<file path="src/rtl/jtag_types_pkg.sv">
// Shared JTAG types: IR length, instruction type, opcode constants and an opcode validity helper.
package jtag_types_pkg;

    localparam int IR_WIDTH = 5;

    typedef logic [IR_WIDTH-1:0] instruction_t;

    localparam instruction_t EXTEST         = 5'b00000;
    localparam instruction_t IDCODE         = 5'b00001;
    localparam instruction_t SAMPLE_PRELOAD = 5'b00010;
    localparam instruction_t CLAMP_HOLD     = 5'b00101;
    localparam instruction_t CLAMP_RELEASE  = 5'b00110;
    localparam instruction_t TMP_STATUS     = 5'b00111;
    localparam instruction_t AHB            = 5'b01000;
    localparam instruction_t AHB_FIFO_READ  = 5'b01001;
    localparam instruction_t BYPASS         = 5'b11111;

    function automatic logic is_valid_opcode(input instruction_t op);
        logic valid;
        valid = 1'b0;
        case (op)
            EXTEST, IDCODE, SAMPLE_PRELOAD, CLAMP_HOLD, CLAMP_RELEASE,
            TMP_STATUS, AHB, AHB_FIFO_READ, BYPASS: valid = 1'b1;
            default:                                valid = 1'b0;
        endcase
        return valid;
    endfunction

endpackage

</file>
<file path="src/rtl/instruction_register.sv">
// JTAG instruction register: capture/shift/update path between TAP controller and decoder.
// Define IR_INVALID_TO_BYPASS_EN to load undefined opcodes as BYPASS on Update-IR.
module instruction_register #(
    parameter int IR_WIDTH = jtag_types_pkg::IR_WIDTH
) (
    input  logic                TCK,
    input  logic                TRST_n,
    input  logic                tlr,
    input  logic                capture_ir,
    input  logic                shift_ir,
    input  logic                update_ir,
    input  logic                tdi,
    input  logic [IR_WIDTH-3:0] capture_status,
    output logic                ir_tdo,
    output logic [IR_WIDTH-1:0] parallel_out,
    output logic                ir_length_err
);
    import jtag_types_pkg::*;

    if (IR_WIDTH != $bits(instruction_t)) begin : g_width_check
        $error("instruction_register: IR_WIDTH must equal $bits(instruction_t)");
    end

    localparam int CNT_W = $clog2(IR_WIDTH + 2);
    localparam logic [CNT_W-1:0]    CNT_SAT     = CNT_W'(IR_WIDTH + 1);
    localparam logic [CNT_W-1:0]    CNT_EXACT   = CNT_W'(IR_WIDTH);
    localparam logic [IR_WIDTH-1:0] SHIFT_RESET = {{(IR_WIDTH-2){1'b0}}, 2'b01};

    logic [IR_WIDTH-1:0] shift_reg_q, shift_reg_d;
    logic [IR_WIDTH-1:0] instr_q, instr_d;
    logic [CNT_W-1:0]    shift_cnt_q, shift_cnt_d;
    logic                length_err_q, length_err_d;
    logic [IR_WIDTH-1:0] update_val;

`ifdef IR_INVALID_TO_BYPASS_EN
    assign update_val = is_valid_opcode(shift_reg_q) ? shift_reg_q : BYPASS;
`else
    assign update_val = shift_reg_q;
`endif

    always_comb begin
        shift_reg_d  = shift_reg_q;
        instr_d      = instr_q;
        shift_cnt_d  = shift_cnt_q;
        length_err_d = length_err_q;
        if (tlr) begin
            shift_reg_d  = SHIFT_RESET;
            instr_d      = IDCODE;
            shift_cnt_d  = '0;
            length_err_d = 1'b0;
        end else if (capture_ir) begin
            shift_reg_d  = {capture_status, 2'b01};
            shift_cnt_d  = '0;
            length_err_d = 1'b0;
        end else if (shift_ir) begin
            shift_reg_d = {tdi, shift_reg_q[IR_WIDTH-1:1]};
            // Saturate so over-long scans can never wrap back to a legal count.
            if (shift_cnt_q != CNT_SAT) begin
                shift_cnt_d = shift_cnt_q + 1'b1;
            end
        end else if (update_ir) begin
            instr_d      = update_val;
            length_err_d = (shift_cnt_q != CNT_EXACT);
        end
    end

    always_ff @(posedge TCK or negedge TRST_n) begin
        if (!TRST_n) begin
            shift_reg_q  <= SHIFT_RESET;
            instr_q      <= IDCODE;
            shift_cnt_q  <= '0;
            length_err_q <= 1'b0;
        end else begin
            shift_reg_q  <= shift_reg_d;
            instr_q      <= instr_d;
            shift_cnt_q  <= shift_cnt_d;
            length_err_q <= length_err_d;
        end
    end

    assign ir_tdo        = shift_reg_q[0];
    assign parallel_out  = instr_q;
    assign ir_length_err = length_err_q;

endmodule

</file>
<file path="config.mk">
export PLATFORM = sky130hd
export DESIGN_NAME = instruction_register
export DESIGN_NICKNAME = d
export VERILOG_FILES = /design/src/rtl/jtag_types_pkg.sv /design/src/rtl/instruction_register.sv
export SDC_FILE = /design/constraint.sdc
export NUM_CORES = 1
export LEC_CHECK = 0
export ABC_AREA = 1
export BUFFER_PORTS_ARGS = -buffer_cell sky130_fd_sc_hd__buf_2
export CAP_MARGIN = 25
export CORE_MARGIN = 10
export CORE_UTILIZATION = 45
export DETAILED_ROUTE_END_ITERATION = 10
export PLACE_DENSITY = 0.72
export SETUP_SLACK_MARGIN = 0.3
export SYNTH_ARGS = -nofsm -noshare
export SYNTH_HDL_FRONTEND = slang
export SYNTH_SLANG_ARGS = --single-unit
</file>
<file path="constraint.sdc">
create_clock -name TCK -period 1 [get_ports TCK]
set_input_delay 0.2 -clock TCK [delete_from_list [all_inputs] [get_ports TCK]]
set_output_delay 0.2 -clock TCK [all_outputs]
set_load 0.01 [all_outputs]
</file>
**Yosys cells after proc, flatten, opt, wreduce, memory -nomap -nowiden**

Cells that the tools add are included.
W data, S select, Z words.

- Register bits: 14
- Output and inout bits: 7

- Eq/ne operators: 5
- Mux-type cells: 15
- Reduce and logical (&&, ||, !) cells: 7
- Add/subtract/negate cells: 1

Operator list:

| cell | count |
|---|---|
| $mux W5 | 7 |
| $mux W3 | 4 |
| $ne A3 B3 Y1 const B | 3 |
| $reduce_bool A3 Y1 | 3 |
| $mux W1 | 4 |
| $ne A2 B2 Y1 const B | 2 |
| $reduce_and A2 Y1 | 2 |
| $add A3 B1 Y3 const B | 1 |
| $reduce_and A3 Y1 | 1 |
| $reduce_bool A2 Y1 | 1 |

**Depth between registers and ports, before layout**

Gate-level depths: netlist (run 1).

- Word-level depth: 5
- Depth in mapped cells: 7
- Gate-level depth less buffers: 7

**Worst setup path after synthesis (run 1)**

No wires, ideal clock.

- Path type: register -> register
- Start: register shift_cnt_q[0]
- End: register shift_cnt_q[0]
- Library setup time: 65 ps
- Period minus slack after synthesis: 1,027 ps
- Path slack: -27 ps
- Arrival time: 962 ps
- Stages on the path, launching flop included: 8
- Buffers on the path: 0
- Required time: 935 ps
- Cell sequence: dfrtp_1 inv_1 ha_1 nand2_1 nand2_1 nor2_1 nand2_1 nand2_1

- Cells in the longest elaborated chain, start to end: 5

Ends and longest elaborated chain:

| item | line | text |
|---|---|---|
| from (decl) | instruction_register.sv:31 | `logic [CNT_W-1:0] shift_cnt_q, shift_cnt_d;` |
| from (signal assigned) | instruction_register.sv:76 | `shift_cnt_q <= shift_cnt_d;` |
| $add A3 B1 Y3 | instruction_register.sv:59 | `shift_cnt_d = shift_cnt_q + 1'b1;` |
| $mux W3 | instruction_register.sv:58 | `if (shift_cnt_q != CNT_SAT) begin` |
| $mux W3 | instruction_register.sv:55 | `end else if (shift_ir) begin` |
| $mux W3 | instruction_register.sv:51 | `end else if (capture_ir) begin` |
| $mux W3 | instruction_register.sv:46 | `if (tlr) begin` |

Several ways; a longest one is shown, not always the timed one. The select of a mux whose other input is x is not followed.
A chain may end at the register's enable or synchronous reset.

**Worst setup path after layout (run 1)**

- Start: register instr_q[0], in the netlist parallel_out[0]
- End: output parallel_out[0]

RTL lines:

| item | line | text |
|---|---|---|
| from (decl) | instruction_register.sv:30 | `logic [IR_WIDTH-1:0] instr_q, instr_d;` |
| from (signal assigned) | instruction_register.sv:75 | `instr_q <= instr_d;` |
| to (decl) | instruction_register.sv:15 | `output logic [IR_WIDTH-1:0] parallel_out,` |

No word-level cell between the ends.

==> results_dict.tcl, run 1 <==
set metrics [dict create \
    status "complete, but fails checks" \
    failing_checks "setup timing" \
    power.combinational.fraction 0.163 \
    highest_cell_delay_on_the_worst_timing_path_ps 550 \
    hp-start "tdi" \
    critical_path_maximum_fanout 2 \
    mappedNetlistArea_um2 706 \
    rsz0062_at_grt "true" \
    grt_pass1_wl_um 2710 \
    min_path_cells 5 \
    worstHoldPathType "input pin to register" \
    synth.yosys.seq_area_share 0.500 \
    total_switching_power_uw 319 \
    criticalPathCategory "register to output pin" \
    p_clk_frac 0.341 \
    synth_warnings 0 \
    post_synth_num_cell_types 11 \
    ordered_list_of_cells_on_the_worst_path "buf_6" \
    p_leak_nw 0.626 \
    worstPathRequired_ps 800 \
    die_y_um 59.6 \
    tritoncts "built" \
    crit_slowest_cell "sky130_fd_sc_hd__dfstp_2" \
    gp_congestion 0.835 \
    worstSetupStartpointType "register" \
    post-route-drc-count 0 \
    setup.worst_path.start "parallel_out[0]" \
    layout_min_cycle_time_ps 1130 \
    grt_start_max_net_pins 15 \
    pwr-share-seq 0.496 \
    clock_sinks 14 \
    worstPathArrival_ps 930 \
    synth.ff_latch_count 14 \
    fp-row-count 14 \
    endpoint_kind "output pin" \
    power_switching_share 0.261 \
    totalWireLength_um 1800 \
    post_drt_wl_per_cell_um 12.3 \
    worst_r2r_startpoint "shift_cnt_q[0]" \
    cts_root_buffer "sky130_fd_sc_hd__clkbuf_4" \
    global_route.overflow_total 0 \
    clock.fmax_ghz 0.887 \
    hold_viol_final 0 \
    portBuffers 16 \
    synth_cells 92 \
    setup_violations 9 \
    dieWidth_um 59.6 \
    finalCritPeriodShare 1.13 \
    worst_path_buffer_plus_inverter_count 1 \
    cts.clk_slew.worst_paths_ps 90 \
    layout.nets 144 \
    layout.cells.non_filler 146 \
    antenna_violating_nets_post_route 0 \
    r2r_end "shift_cnt_q[1]" \
    drv_slew 0 \
    place_worst_setup_slack_ps -84.8 \
    detailed_route_vias_per_instance 4.95 \
    reg2reg_depth 7 \
    antenna_found_initial 0 \
    placed_insts 127 \
    worst_ir_drop_vdd_mv 0.678 \
    drt_pre_antenna_iters 4 \
    syn_to_final_growth_pct 59.8 \
    clock-skew-final_ps 1.42 \
    drv.max_cap_violation_count 0 \
    cpLargestDelayFamily "flip-flops" \
    layout_common_cells "sky130_fd_sc_hd__nand2_1, sky130_fd_sc_hd__buf_2, sky130_fd_sc_hd__dfrtp_1, sky130_fd_sc_hd__buf_6, sky130_fd_sc_hd__buf_4" \
    full_die_area_um2 3550 \
    routed-via-count 722 \
    num_io_pins 17 \
    htreeDepth 1 \
    cts_buffers 3 \
    cellPowerDensity_nw_per_um2 1080 \
    clock_latency_ps 280 \
    mostFrequentLayoutCell "sky130_fd_sc_hd__nand2_1" \
    timing.setup.tns_ps -541 \
    grtUsageTotal 0.0966 \
    place.detailed.hpwl_um 1190 \
    antenna_cells_inserted 0 \
    internal_power_uw 901 \
    power_mw 1.22 \
    first_drt_iteration_drcs 17 \
    number_of_global_route_vias_before_repair 661 \
    syn_nets 105 \
    worst_reg2reg_setup_slack_ps -60 \
    final_critical_path_setup_slack_ps -127 \
    relSlewSlack 0.791 \
    whs_endpoint "shift_reg_q[4]" \
    start_util 0.474 \
    floorplan_core_area_um2 1490 \
    post_route_cells_drive_above_1_share 0.492 \
    synthesized_area_divided_by_synthesized_cell_count_um2 7.67 \
    bufs_on_longest_clock_path 2 \
    transition_time_of_the_tightest_slew_check_pin_ps 313 \
]
## cells by family after synthesis
family | synth area share
compound gates | 0.0266
flops | 0.500
buf+inv | 0.0532
simple gates | 0.367
fa+ha+maj | 0.0532
## synth_stat cells (all sizes together)
library cell	number	area share
nand2	36	0.19
nand3	15	0.11
dfrtp	12	0.43
nor2	11	0.069
inv	10	0.053
ha	3	0.053
dfstp	2	0.074
o21ai	2	0.014
a21oi	1	0.012
## layer usage
metal	routed length (um)	GRT usage	vias to the layer above
met5	0	0	-
met1	696	0.113	329
li1	-	-	367
met3	116	0.0322	7
met4	28	0.0385	0
met2	959	0.158	19
## how the worst max path moves through the flow
stage                      endpoint  slack [ps]  depth (start not counted)
floorplan            shift_cnt_q[2]          -7                          7
global placement     shift_cnt_q[2]         -40                          7
detailed placement   shift_cnt_q[2]         -80                          7
CTS                 parallel_out[0]        -140                          1
global route        parallel_out[0]        -160                          1
finish              parallel_out[0]        -130                          1
## timing repair
| action | 4_1_cts | 5_1_grt |
|---|---|---|
| buffers inserted | 6 | 8 |
| resized for setup | 11 | 19 |
| endpoints found under the hold margin | 12 | 0 |
| hold buffers | 1 | 0 |
| pin swaps | 10 | 11 |
| endpoints found under the setup margin | 16 | 21 |
## power groups by stage
stage | Sequential [mW] | Clock, mW | Combinational, mW
floorplan | 0.614 | 0 | 0.0712
global placement | 0.613 | 0 | 0.142
detailed placement | 0.614 | 0 | 0.143
CTS | 0.603 | 0.426 | 0.173
global route | 0.608 | 0.457 | 0.222
finish | 0.605 | 0.416 | 0.199
## through the flow
step	hold WS, ps	util	instance area (um2)
2_1_floorplan	-95.6	-	731
3_3_place_gp	111	0.573	853
3_5_place_dp	113	0.573	853
4_1_cts	209	0.666	991
5_1_grt	225	0.757	1130
6_report	224	0.757	1130
## flip-flops by register name, indices dropped and copies added (netlist names)
register       flops
ir_length_err      1
parallel_out       5
shift_cnt_q        3
shift_reg_q        5
## area by class of cell
type	instances	area [um2]
timing repair buffer	34	263
inverter	10	37.5
fill	118	362
multi-input combinational	68	417
sequential	14	354
tap	16	20.0
clock buffer	4	36.3
Power figures use the tool's default switching activity.
==> run 2, diff against run 1 <==
Settings changed: ABC_AREA 1 to 0, CAP_MARGIN 25 to 20, PLACE_DENSITY 0.72 to 0.71.
==> results_dict.tcl, run 2 <==
set metrics [dict create \
    cellPowerDensity_nw_per_um2 1120 \
    post_route_cells_drive_above_1_share 0.464 \
    share_of_flip_flops_with_an_asynchronous_set_or_reset 1.00 \
    grtUsageTotal 0.0960 \
    syn_nets 80 \
    post-synth-top-area-fraction 0.396 \
    finalCritPeriodShare 1.20 \
    mostFrequentLayoutCell "sky130_fd_sc_hd__buf_2" \
    detailed_place.area_um2 906 \
    synth.ff_latch_count 14 \
    worstSetupStartpointType "register" \
    cts_buffers 3 \
    portBuffers 16 \
    worstPathRequired_ps 1170 \
    yosys-top-cells-count "sky130_fd_sc_hd__dfrtp_1, sky130_fd_sc_hd__mux2i_1, sky130_fd_sc_hd__nand2b_1" \
    layout_min_cycle_time_ps 1200 \
    grt_pass1_wl_um 2730 \
    post_synth_num_cell_types 24 \
    post-route-cell-area_um2 1070 \
    endpoint_kind "register" \
    placed_insts 102 \
    layout.nets 111 \
    fp-row-count 14 \
    crit_slowest_cell "sky130_fd_sc_hd__dfrtp_1" \
    fillers 129 \
    bufs_on_longest_clock_path 2 \
    failing_checks "setup timing" \
    cts_root_buffer "sky130_fd_sc_hd__clkbuf_4" \
    synthesized_area_divided_by_synthesized_cell_count_um2 11.3 \
    rsz0062_at_grt "true" \
    full_die_area_um2 3730 \
    first_drt_iteration_drcs 10 \
    final_core_util 0.692 \
    global_route.peak_usage_layer "met2" \
    worstHoldPathType "input pin to register" \
    syn_to_final_growth_pct 40.8 \
    htreeDepth 1 \
    detailed_route_vias_per_instance 5.19 \
    clock_sinks 14 \
    globalRouteMet1Util 0.0957 \
    globalRouteMet3Util 0.0412 \
    hold_viol_final 0 \
    floorplan_core_area_um2 1540 \
    synth_top_cells_by_area "sky130_fd_sc_hd__dfrtp_1, sky130_fd_sc_hd__mux2i_1, sky130_fd_sc_hd__dfstp_2" \
    relSlewSlack 0.774 \
    tritoncts "built" \
    dieWidth_um 61.1 \
    num_io_pins 17 \
    clock_latency_ps 290 \
    grt_start_max_net_pins 20 \
    antenna_violating_nets_post_route 0 \
    routed-via-count 587 \
    number_of_synthesized_flops_with_an_enable_pin 0 \
    criticalPathCategory "register to register" \
    critical_path_maximum_fanout 2 \
    worstPathArrival_ps 1370 \
    clock.fmax_ghz 0.834 \
    antenna_found_initial 0 \
    drv_slew 0 \
    post-route-drc-count 0 \
    setup_violations 10 \
    gr-usage-met2 0.171 \
    ordered_list_of_cells_on_the_worst_path "inv_1, ha_2, a21boi_4, mux2_4" \
    global_route.overflow_total 0 \
    mappedNetlistArea_um2 758 \
    totalWireLength_um 1600 \
    drt_pre_antenna_iters 4 \
    synth_largest_area_cell "sky130_fd_sc_hd__dfrtp_1" \
    yosys.cell_count.top_type "sky130_fd_sc_hd__dfrtp_1" \
    post_drt_wl_per_cell_um 14.1 \
    synth_warnings 0 \
    status "complete, but fails checks" \
    gp_congestion 0.788 \
    p_leak_nw 0.515 \
    clock-skew-final_ps 3.51 \
    number_of_global_route_vias_before_repair 639 \
    antenna_cells_inserted 0 \
    die_y_um 61.1 \
    layout.cells.non_filler 113 \
    layout_common_cells "sky130_fd_sc_hd__buf_2, sky130_fd_sc_hd__dfrtp_1, sky130_fd_sc_hd__mux2i_1, sky130_fd_sc_hd__buf_4, sky130_fd_sc_hd__nand2b_1" \
    synth.yosys.seq_area_share 0.465 \
    drv.max_cap_violation_count 0 \
    highest_cell_delay_on_the_worst_timing_path_ps 360 \
    place.detailed.hpwl_um 1170 \
    synth_cells 67 \
    final_critical_path_setup_slack_ps -199 \
    transition_time_of_the_tightest_slew_check_pin_ps 339 \
    cts.clk_slew.worst_paths_ps 80 \
    start_util 0.492 \
    synth-main-ff-cell "sky130_fd_sc_hd__dfrtp_1" \
    worst_ir_drop_vdd_mv 0.682 \
]
-- run 2: critical path: cells and delay by family, from the launching register on --
family	cells	cell delay, ps
flip-flops	1	360
multiplexers	1	310
adder cells (fa/ha/maj)	1	190
AO/OA/AOI/OAI	1	180
buffers and inverters	1	50
-- run 2: repair_timing --
item | CTS | global route
pin swaps | 4 | 1
resized for setup | 8 | 8
endpoints found under the hold margin | 12 | 0
setup buffers | 2 | 4
hold buffers | 1 | 0
endpoints found under the setup margin | 17 | 21
-- run 2: final cells by class --
class	instances	area, um2	share of cell area
sequential	14	353	0.331
inverter	3	13.8	0.0129
clock buffer	4	36.3	0.0340
timing repair buffer	30	224	0.210
tap	16	20.0	0.0188
multi-input combinational	46	420	0.394
-- run 2: where the power goes --
group	switching (mW)	internal, mW	total [mW]
combinational	0.0869	0.0998	0.187
sequential	0.0138	0.587	0.600
clock	0.187	0.222	0.409
total	0.288	0.908	1.20
-- run 2: kinds of logic (layout without fill, tap and decap cells) --
group | count (synthesis) | count (layout) | share of synthesized area
muxes | 12 | 12 | 0.162
adders and majority gates | 3 | 3 | 0.0495
buffers and inverters | 7 | 37 | 0.0462
AOI/OAI and AO/OA | 6 | 6 | 0.0594
and+or+nand+nor | 25 | 25 | 0.218
DFF | 14 | 14 | 0.465
-- run 2: per-layer routing --
layer | vias up | wire (um)
met4 | 0 | 21
li1 | 289 | -
met3 | 5 | 103
met5 | - | 0
met2 | 12 | 788
met1 | 281 | 683
-- run 2: stage by stage --
stage                     worst slack, ps  setup TNS, ps  hold WS [ps]  total power, mW
after global placement               -159           -427           112            0.762
after floorplan                      -213           -468         -95.6            0.704
final                                -199           -798           193             1.20
after global routing                 -286          -1400           200             1.26
after CTS                            -207           -953           192             1.19
after detailed placement             -210           -596           112            0.768
-- run 2: worst paths after layout --
check	depth (start not counted)	startpoint	slack [ps]	to
worst max-delay path	4	shift_cnt_q[0]	-200	shift_cnt_q[0]
worst min-delay path	3	capture_status[0]	190	shift_reg_q[2]
worst max register to register	4	shift_cnt_q[0]	-200	shift_cnt_q[0]
worst min register to register	1	ir_length_err	530	ir_length_err
max in group asynchronous	2	TRST_n	390	shift_reg_q[0]
min in group asynchronous	2	TRST_n	320	parallel_out[1]
